### config.mk
export PLATFORM = sky130hd
export DESIGN_NAME = clock_set_ctrl
export DESIGN_NICKNAME = d
export VERILOG_FILES = /design/src/rtl/clock_ctrl_pkg.sv /design/src/rtl/btn_sync_edge.sv /design/src/rtl/clock_set_ctrl.sv
export SDC_FILE = /design/constraint.sdc
export NUM_CORES = 1
export LEC_CHECK = 0
export CAP_MARGIN = 5
export CORE_UTILIZATION = 60
export CTS_BUF_LIST = sky130_fd_sc_hd__clkbuf_8
export DETAILED_ROUTE_END_ITERATION = 6
export GPL_TIMING_DRIVEN = 1
export PLACE_DENSITY = 0.81
export SETUP_SLACK_MARGIN = 0.4
export SYNTH_ARGS = -nofsm -noshare
export SYNTH_HDL_FRONTEND = slang
export SYNTH_SLANG_ARGS = --single-unit
export TNS_END_PERCENT = 20
### constraint.sdc
create_clock -name clk -period 6 [get_ports clk]
set_clock_uncertainty 0.15 [all_clocks]
set_input_delay 1.8 -clock clk [delete_from_list [all_inputs] [get_ports clk]]
set_output_delay 1.8 -clock clk [all_outputs]
set_load 0.005 [all_outputs]
### src/rtl/clock_ctrl_pkg.sv
// Shared types and constants for the digital-clock sequencing controller.
package clock_ctrl_pkg;

  typedef enum logic [1:0] {
    RUN      = 2'd0,
    SET_HOUR = 2'd1,
    SET_MIN  = 2'd2
  } state_t;

  localparam int unsigned SYNC_STAGES = 2;

endpackage

### src/rtl/btn_sync_edge.sv
// Button conditioner: multi-flop synchronizer followed by a registered rising-edge
// detector. The pulse appears 3 clk after the raw edge; the level output is the synchronized button.
module btn_sync_edge
  import clock_ctrl_pkg::*;
(
  input  logic clk,
  input  logic reset,
  input  logic raw,
  output logic pulse,
  output logic level
);

  logic [SYNC_STAGES-1:0] sync_q;
  logic                   level_d;

  // NOTE: sequential state uses non-blocking assignments so every flop samples pre-edge values.
  always_ff @(posedge clk or negedge reset) begin
    if (!reset) begin
      sync_q  <= '0;
      level_d <= 1'b0;
      pulse   <= 1'b0;
    end else begin
      sync_q  <= {sync_q[SYNC_STAGES-2:0], raw};
      level_d <= sync_q[SYNC_STAGES-1];
      pulse   <= sync_q[SYNC_STAGES-1] & ~level_d;
    end
  end

  assign level = sync_q[SYNC_STAGES-1];

endmodule

### src/rtl/clock_set_ctrl.sv
// Digital-clock sequencer: 1 Hz prescaler, RUN carry routing and two-button time-set FSM.
// Optional build macro AUTO_REPEAT_EN adds hold-to-repeat on the increment button.
module clock_set_ctrl
  import clock_ctrl_pkg::*;
#(
  parameter int unsigned CLK_DIV    = 50_000_000,
  parameter int unsigned CNT_W      = 26,
  parameter int unsigned REPEAT_DLY = 2
) (
  input  logic       clk,
  input  logic       reset,
  input  logic       btn_mode,
  input  logic       btn_inc,
  input  logic       sec_carry,
  input  logic       min_carry,
  output logic       sec_en,
  output logic       min_en,
  output logic       hour_en,
  output logic       sec_clr,
  output logic       blink_min,
  output logic       blink_hour,
  output logic [1:0] mode
);

  state_t           state, state_nx;
  logic [CNT_W-1:0] cnt;
  logic             tick;
  logic             phase;
  logic             mode_p, inc_p, inc_go;
  logic             mode_level, inc_level;
  logic             set_exit;

  btn_sync_edge u_mode_sync (
    .clk   (clk),
    .reset (reset),
    .raw   (btn_mode),
    .pulse (mode_p),
    .level (mode_level)
  );

  btn_sync_edge u_inc_sync (
    .clk   (clk),
    .reset (reset),
    .raw   (btn_inc),
    .pulse (inc_p),
    .level (inc_level)
  );

  assign tick     = (cnt == CNT_W'(CLK_DIV - 1));
  assign set_exit = (state == SET_MIN) && mode_p;

  // Leaving SET_MIN restarts the second so the first RUN tick lands a full period later.
  always_ff @(posedge clk or negedge reset) begin
    if (!reset) begin
      cnt     <= '0;
      phase   <= 1'b0;
      sec_en  <= 1'b0;
      sec_clr <= 1'b0;
      state   <= RUN;
    end else begin
      cnt     <= (tick || set_exit) ? '0 : cnt + 1'b1;
      phase   <= tick ? ~phase : phase;
      sec_en  <= tick && (state == RUN);
      sec_clr <= set_exit;
      state   <= state_nx;
    end
  end

`ifdef AUTO_REPEAT_EN
  localparam int unsigned RPT_W = $clog2(REPEAT_DLY + 2);

  logic [RPT_W-1:0] rpt_cnt;
  logic             in_set;
  logic             rpt_p;
  logic             unused_sync_level;

  assign in_set = (state == SET_HOUR) || (state == SET_MIN);
  assign rpt_p  = in_set && inc_level && tick && (rpt_cnt == RPT_W'(REPEAT_DLY));
  assign inc_go = inc_p | rpt_p;
  assign unused_sync_level = mode_level;

  always_ff @(posedge clk or negedge reset) begin
    if (!reset) begin
      rpt_cnt <= '0;
    end else if (!inc_level || !in_set || (state_nx != state)) begin
      rpt_cnt <= '0;
    end else if (tick && (rpt_cnt != RPT_W'(REPEAT_DLY))) begin
      rpt_cnt <= rpt_cnt + 1'b1;
    end
  end
`else
  logic unused_sync_level;

  assign inc_go = inc_p;
  assign unused_sync_level = &{1'b0, mode_level, inc_level, REPEAT_DLY[0]};
`endif

  // NOTE: every always_comb output gets a default first so no path can infer a latch.
  always_comb begin
    state_nx   = RUN;
    min_en     = 1'b0;
    hour_en    = 1'b0;
    blink_min  = 1'b0;
    blink_hour = 1'b0;
    case (state)
      RUN: begin
        state_nx = mode_p ? SET_HOUR : RUN;
        min_en   = sec_carry;
        hour_en  = min_carry;
      end
      SET_HOUR: begin
        state_nx   = mode_p ? SET_MIN : SET_HOUR;
        hour_en    = inc_go & ~mode_p;
        blink_hour = phase;
      end
      SET_MIN: begin
        state_nx  = mode_p ? RUN : SET_MIN;
        min_en    = inc_go & ~mode_p;
        blink_min = phase;
      end
      default: state_nx = RUN;
    endcase
  end

  assign mode = state;

endmodule
==> metrics.txt, run 1 <==
CP required 4.05 ns; final std cells w/o fill 224; n_diodes 0; Fin Setup TNS 0 ns; grt ovf 0; Syn Area/Cell ~10 um^2; vias per inst around 6; DP HPWL 2420 um; vias in the first global route around 1400; Pwr Total ~0.65 mW; fmax 0.204 GHz; final wirelength around 3500 um; hold path cells 0; Post-Synthesis Cells roughly 180; Critical R2R Launch cnt[11]; Final period util 0.819; Post-synth EDFFs 0; Place WS between 1 and 1.5 ns; Max FO, Critical Path 1; Core Box Area 2830 um^2; Cell Area, Synth around 1800 um^2; Tot GR Track Use 0.253; layout cells sized above 1 0.0777; R2R depth 4; worst hold start u_mode_sync.sync_q[0]; CTS max path bufs 2; Rows 19; crit path cell chain clkdlybuf4s50_1 -> mux2i_1 -> nor2_1 -> clkdlybuf4s50_1; # IOs 14; Seq/Total Area, Yosys 0.528; grt met1 use 0.333; Root Driver clkbuf_8; busiest layer in global routing met2; # hold bufs at CTS 0; Area Overhead vs Synth 12.2%; syn_nets around 190; register-to-register setup slack ~3.4 ns; initial antenna violation count 0; Clock transition at path regs 0.06 ns; CP Launch Type primary input; status complete, no violations; cell family with most CP delay buffers and inverters; Cell variety after synth 32; CTS HTree Levels 2; fraction of registers with async set/reset 1.00; largest net degree at the start of global routing 40; DRC Markers 0; CTS-repair resized insts 0; setup bufs post-CTS 0; highest-delay cell along the critical path clkdlybuf4s50_1; Static Leakage around 0.86 nW; total number of yosys warnings 0; min-delay worst type flip-flop to flip-flop; post-route minimum period 4.91 ns; Buf/Inv on CP 2; CTS tree yes; number of DRC markers in iteration 0 83; max cap viols 0; Rel. slew slack 0.359; reg2reg end cnt[3]; clk sinks 39; CP max stage delay roughly 0.52 ns; GPL Wtd Cong 0.766; placed insts 216; maximum VDD drop 0.000221 V; first-pass GRT wire length just over 6000 um; port buffer count 13; Hold Vio Cnt, Final 0; Die H between 50 and 60 um; Num CTS Buffers 5; crit-path most repeated cell clkdlybuf4s50_1; Die Width 57.5 um; GRT met3 Usage 0.0703; Seq cells post-synth 39; measured slew at the worst slew-check pin about 0.96 ns; Initial DRT Pass Iterations 5; Final WS setup ~1.1 ns; RSZ-0062 raised after global routing no; power per cell area about 320 nW/um^2; GR Util met2 0.395; max-slew violation count 0; Hold Path End u_mode_sync.sync_q[1]; Vias around 1400; die area approximately 3300 um^2; ys flop type dfrtp_1; Initial Utilization 0.653; crit end category output port; Final nets 200; DRT antenna net count 0; final core occ 0.732; drt wl/cell between 15 and 20 um; critical path class primary input to output port; final setup vio count 0; Worst Path Arrival between 2 and 3 ns; Worst-Skew Late Latency ~0.29 ns
-- final cells by class --
cell class,instances,area [um^2]
clock buffer,7,96.3
clock inverter,1,3.75
fill,219,757
inverter,7,26.3
multi-input combinational,126,806
sequential,39,976
tap,31,38.8
timing repair buffer,13,125
-- synth_stat cells, drive strengths merged, types with 4 or more instances --
master | n | area share
or3 | 7 | 0.029
nand4 | 9 | 0.034
dfrtp | 39 | 0.53
nor2 | 20 | 0.041
nand3 | 8 | 0.024
nand2 | 9 | 0.018
a21oi | 11 | 0.030
and3 | 4 | 0.014
o31ai | 8 | 0.040
nor2b | 4 | 0.014
o21ai | 4 | 0.011
xnor2 | 12 | 0.057
nor3 | 5 | 0.014
inv | 7 | 0.014
or4 | 11 | 0.047
-- logic make-up (layout without fill, tap and decap cells) --
family / count (synthesis) / after routing / synth area share
and+or+nand+nor: 83 / 83 / 0.257
DFF: 39 / 39 / 0.528
AOI/OAI and AO/OA: 24 / 24 / 0.0840
xor gates and xnor gates: 15 / 15 / 0.0711
buffers and inverters: 13 / 28 / 0.0352
adders and majority gates: 2 / 2 / 0.0135
muxes: 2 / 2 / 0.0108
-- sequential cells by signal, indices dropped and copies added (netlist names) --
name                 flops
cnt                     26
mode                     2
phase                    1
sec_clr                  1
sec_en                   1
u_inc_sync.level_d       1
u_inc_sync.pulse         1
u_inc_sync.sync_q        2
u_mode_sync.level_d      1
u_mode_sync.pulse        1
u_mode_sync.sync_q       2
-- worst max path at each step --
stage / start / to / slack [ns] / cells past startpoint
finish: min_carry / hour_en / 1.09 / 4
global route: sec_carry / min_en / 1.08 / 4
CTS: min_carry / hour_en / 1.10 / 4
detailed placement: min_carry / hour_en / 1.10 / 4
global placement: min_carry / hour_en / 1.16 / 4
floorplan: min_carry / hour_en / 2.09 / 2
-- cells in the final DEF, fill, tap and decap left out, types with 2 or more instances in the layout --
master and count:
xor2_1 3, xnor2_1 12, clkdlybuf4s50_1 12, and3_1 4, nand2_1 9, or3_1 5, inv_1 8, nor2b_1 4
ha_1 2, nor3_1 5, o21ai_0 4, and4_1 2, dfrtp_1 39, or4_1 10, a21oi_1 11, mux2i_1 2
o31ai_1 7, clkbuf_8 7, or3_4 2, nor2_1 20, nand3_1 7, nand4_1 8
-- per-stage QoR --
stage	area [um^2]	hold WS [ns]
5_1_grt	2070	0.221
6_report	2070	0.205
3_3_place_gp	1970	0.188
2_1_floorplan	1850	0.181
4_1_cts	2070	0.208
3_5_place_dp	1970	0.193
-- power breakdown --
part           internal [mW]  total (mW)  switching, mW  leakage [nW]
combinational         0.0638       0.125         0.0613         0.293
sequential             0.295       0.341         0.0462         0.513
clock                  0.103       0.189         0.0858        0.0557
total                  0.462       0.655          0.193         0.862
-- per-layer routing --
layer / up-vias / wire (um)
met1: 660 / 1570
met4: 0 / 43
li1: 663 / -
met5: - / 0
met3: 4 / 164
met2: 38 / 1760
Note: power is estimated with default switching activity, not from simulation.
==> run 2, diff against run 1 <==
==> constraint.sdc (replaced) <==
create_clock -name clk -period 4.7 [get_ports clk]
set_clock_uncertainty 0.15 [all_clocks]
set_input_delay 1.41 -clock clk [delete_from_list [all_inputs] [get_ports clk]]
set_output_delay 1.41 -clock clk [all_outputs]
set_load 0.005 [all_outputs]
==> metrics.txt, run 2 (synthesis gave the netlist of run 1 again) <==
status complete, no violations; Buf/Inv on CP 2; Clock transition at path regs around 0.06 ns; RSZ-0062 raised after global routing no; layout cells sized above 1 0.0777; initial antenna violation count 0; max cap viols 0; CP max stage delay approximately 0.5 ns; final wirelength about 3600 um; crit path cell chain clkdlybuf4s50_1 -> mux2i_1 -> nor2_1 -> clkdlybuf4s50_1; measured slew at the worst slew-check pin 0.987 ns; most common cell after layout, fill and taps aside dfrtp_1; drt wl/cell 16.1 um; largest net degree at the start of global routing 40; Max FO, Critical Path 1; number of DRC markers in iteration 0 between 90 and 100; min-delay worst type flip-flop to flip-flop; Vias 1419; Tot GR Track Use 0.262; Worst Path Arrival 2.56 ns; highest-delay cell along the critical path clkdlybuf4s50_1; final instance area 2070 um^2; DRC Markers 0; Area Overhead vs Synth 12.2%; n_diodes 0; DP HPWL ~2500 um; clk sinks 39; CTS-repair resized insts 0; first-pass GRT wire length ~6600 um; Critical R2R Launch cnt[11]; crit end category output port; crit-path most repeated cell clkdlybuf4s50_1; CTS max path bufs 2; Fin Setup TNS 0 ns; Static Leakage ~0.86 nW; Die H 57.5 um; CP Launch Type primary input; post-route minimum period about 4.1 ns; cell family with most CP delay buffers and inverters; Num CTS Buffers 5; commonest cells after routing, fill and taps aside dfrtp_1, nor2_1, xnor2_1, clkdlybuf4s50_1, a21oi_1; GPL Wtd Cong roughly 0.77; Largest register FFs 26; die area roughly 3300 um^2; final setup vio count 0; grt ovf 0; max-slew violation count 0; Initial DRT Pass Iterations 4; crit path from sec_carry; vias in the first global route approximately 1400; power per cell area 405 nW/um^2; Worst-Skew Late Latency 0.29 ns; DRT antenna net count 0; Root Driver clkbuf_8; Final WS setup roughly 0.58 ns; port buffer count 13; worst hold start u_inc_sync.sync_q[0]; Place WS a little under 0.6 ns; placed inst area approximately 2000 um^2; Rel. slew slack 0.342; vias per inst between 6 and 7; Initial Utilization 0.653; CP required roughly 3.1 ns; fmax approximately 0.24 GHz; Die Width ~57 um; Hold Vio Cnt, Final 0; # hold bufs at CTS 0; critical path class primary input to output port; Rows 19; maximum VDD drop about 0.00033 V; Final period util 0.876; Core Box Area roughly 2800 um^2; CTS tree yes; # IOs 14; Biggest register cnt; CTS HTree Levels 2; Final nets 200; setup bufs post-CTS 0
==> run 2: cell counts in the layout (fill, tap and decap cells not counted) <==
Identical to the previous run, type by type.
==> run 2: worst paths after layout <==
kind                       depth (start not counted)                   end  slack [ns]
setup / recovery                                   4                min_en        0.58
hold / removal                                     0  u_inc_sync.sync_q[1]        0.20
setup reg to reg                                   4                cnt[8]        2.03
hold reg to reg                                    0  u_inc_sync.sync_q[1]        0.20
max in group asynchronous                          1                 phase        2.80
min in group asynchronous                          1               cnt[23]        1.06
==> run 2: worst reg2reg max path: cells and delay by family (launching register included) <==
kind / cells / cell delay, ns
simple gates: 3 / 1.05
compound gates: 1 / 0.86
flops: 1 / 0.44
==> run 2: per-layer routing <==
layer / GRT usage / vias up / share of wire
met1: 0.347 / 702 / 0.42
li1: - / 661 / -
met3: 0.0499 / 7 / 0.049
met4: 0.115 / 0 / 0.017
met2: 0.424 / 49 / 0.51
met5: 0 / - / 0
==> run 2: cell type report <==
cell class	instances	area, um^2
sequential	39	976
multi-input combinational	126	806
fill	208	757
timing repair buffer	13	125
clock buffer	7	96.3
tap	31	38.8
inverter	7	26.3
clock inverter	1	3.75
==> run 2: stage by stage <==
| step | total power, mW | hold slack [ns] | util | std cells |
|---|---|---|---|---|
| 3_3_place_gp | 0.583 | 0.188 | 0.697 | 216 |
| 6_report | 0.839 | 0.205 | 0.732 | 224 |
| 4_1_cts | 0.843 | 0.208 | 0.732 | 224 |
| 2_1_floorplan | 0.532 | 0.181 | - | 178 |
| 3_5_place_dp | 0.600 | 0.193 | 0.697 | 216 |
| 5_1_grt | 0.882 | 0.220 | 0.732 | 224 |
==> run 2: where the power goes <==
part           leakage [nW]  switching (mW)  internal, mW
clock                0.0557           0.110         0.132
combinational         0.293          0.0801        0.0813
sequential            0.513          0.0596         0.376
==> run 3, diff against run 2 <==
--- a/config.mk
+++ b/config.mk
@@ -11,7 +11,7 @@
 export DETAILED_ROUTE_END_ITERATION = 6
 export GPL_TIMING_DRIVEN = 1
 export PLACE_DENSITY = 0.81
-export SETUP_SLACK_MARGIN = 0.4
+export SETUP_SLACK_MARGIN = 0.5
 export SYNTH_ARGS = -nofsm -noshare
 export SYNTH_HDL_FRONTEND = slang
 export SYNTH_SLANG_ARGS = --single-unit
==> results of run 3 <==
Same layout as run 2: the final DEF is identical, and so are final timing and power.
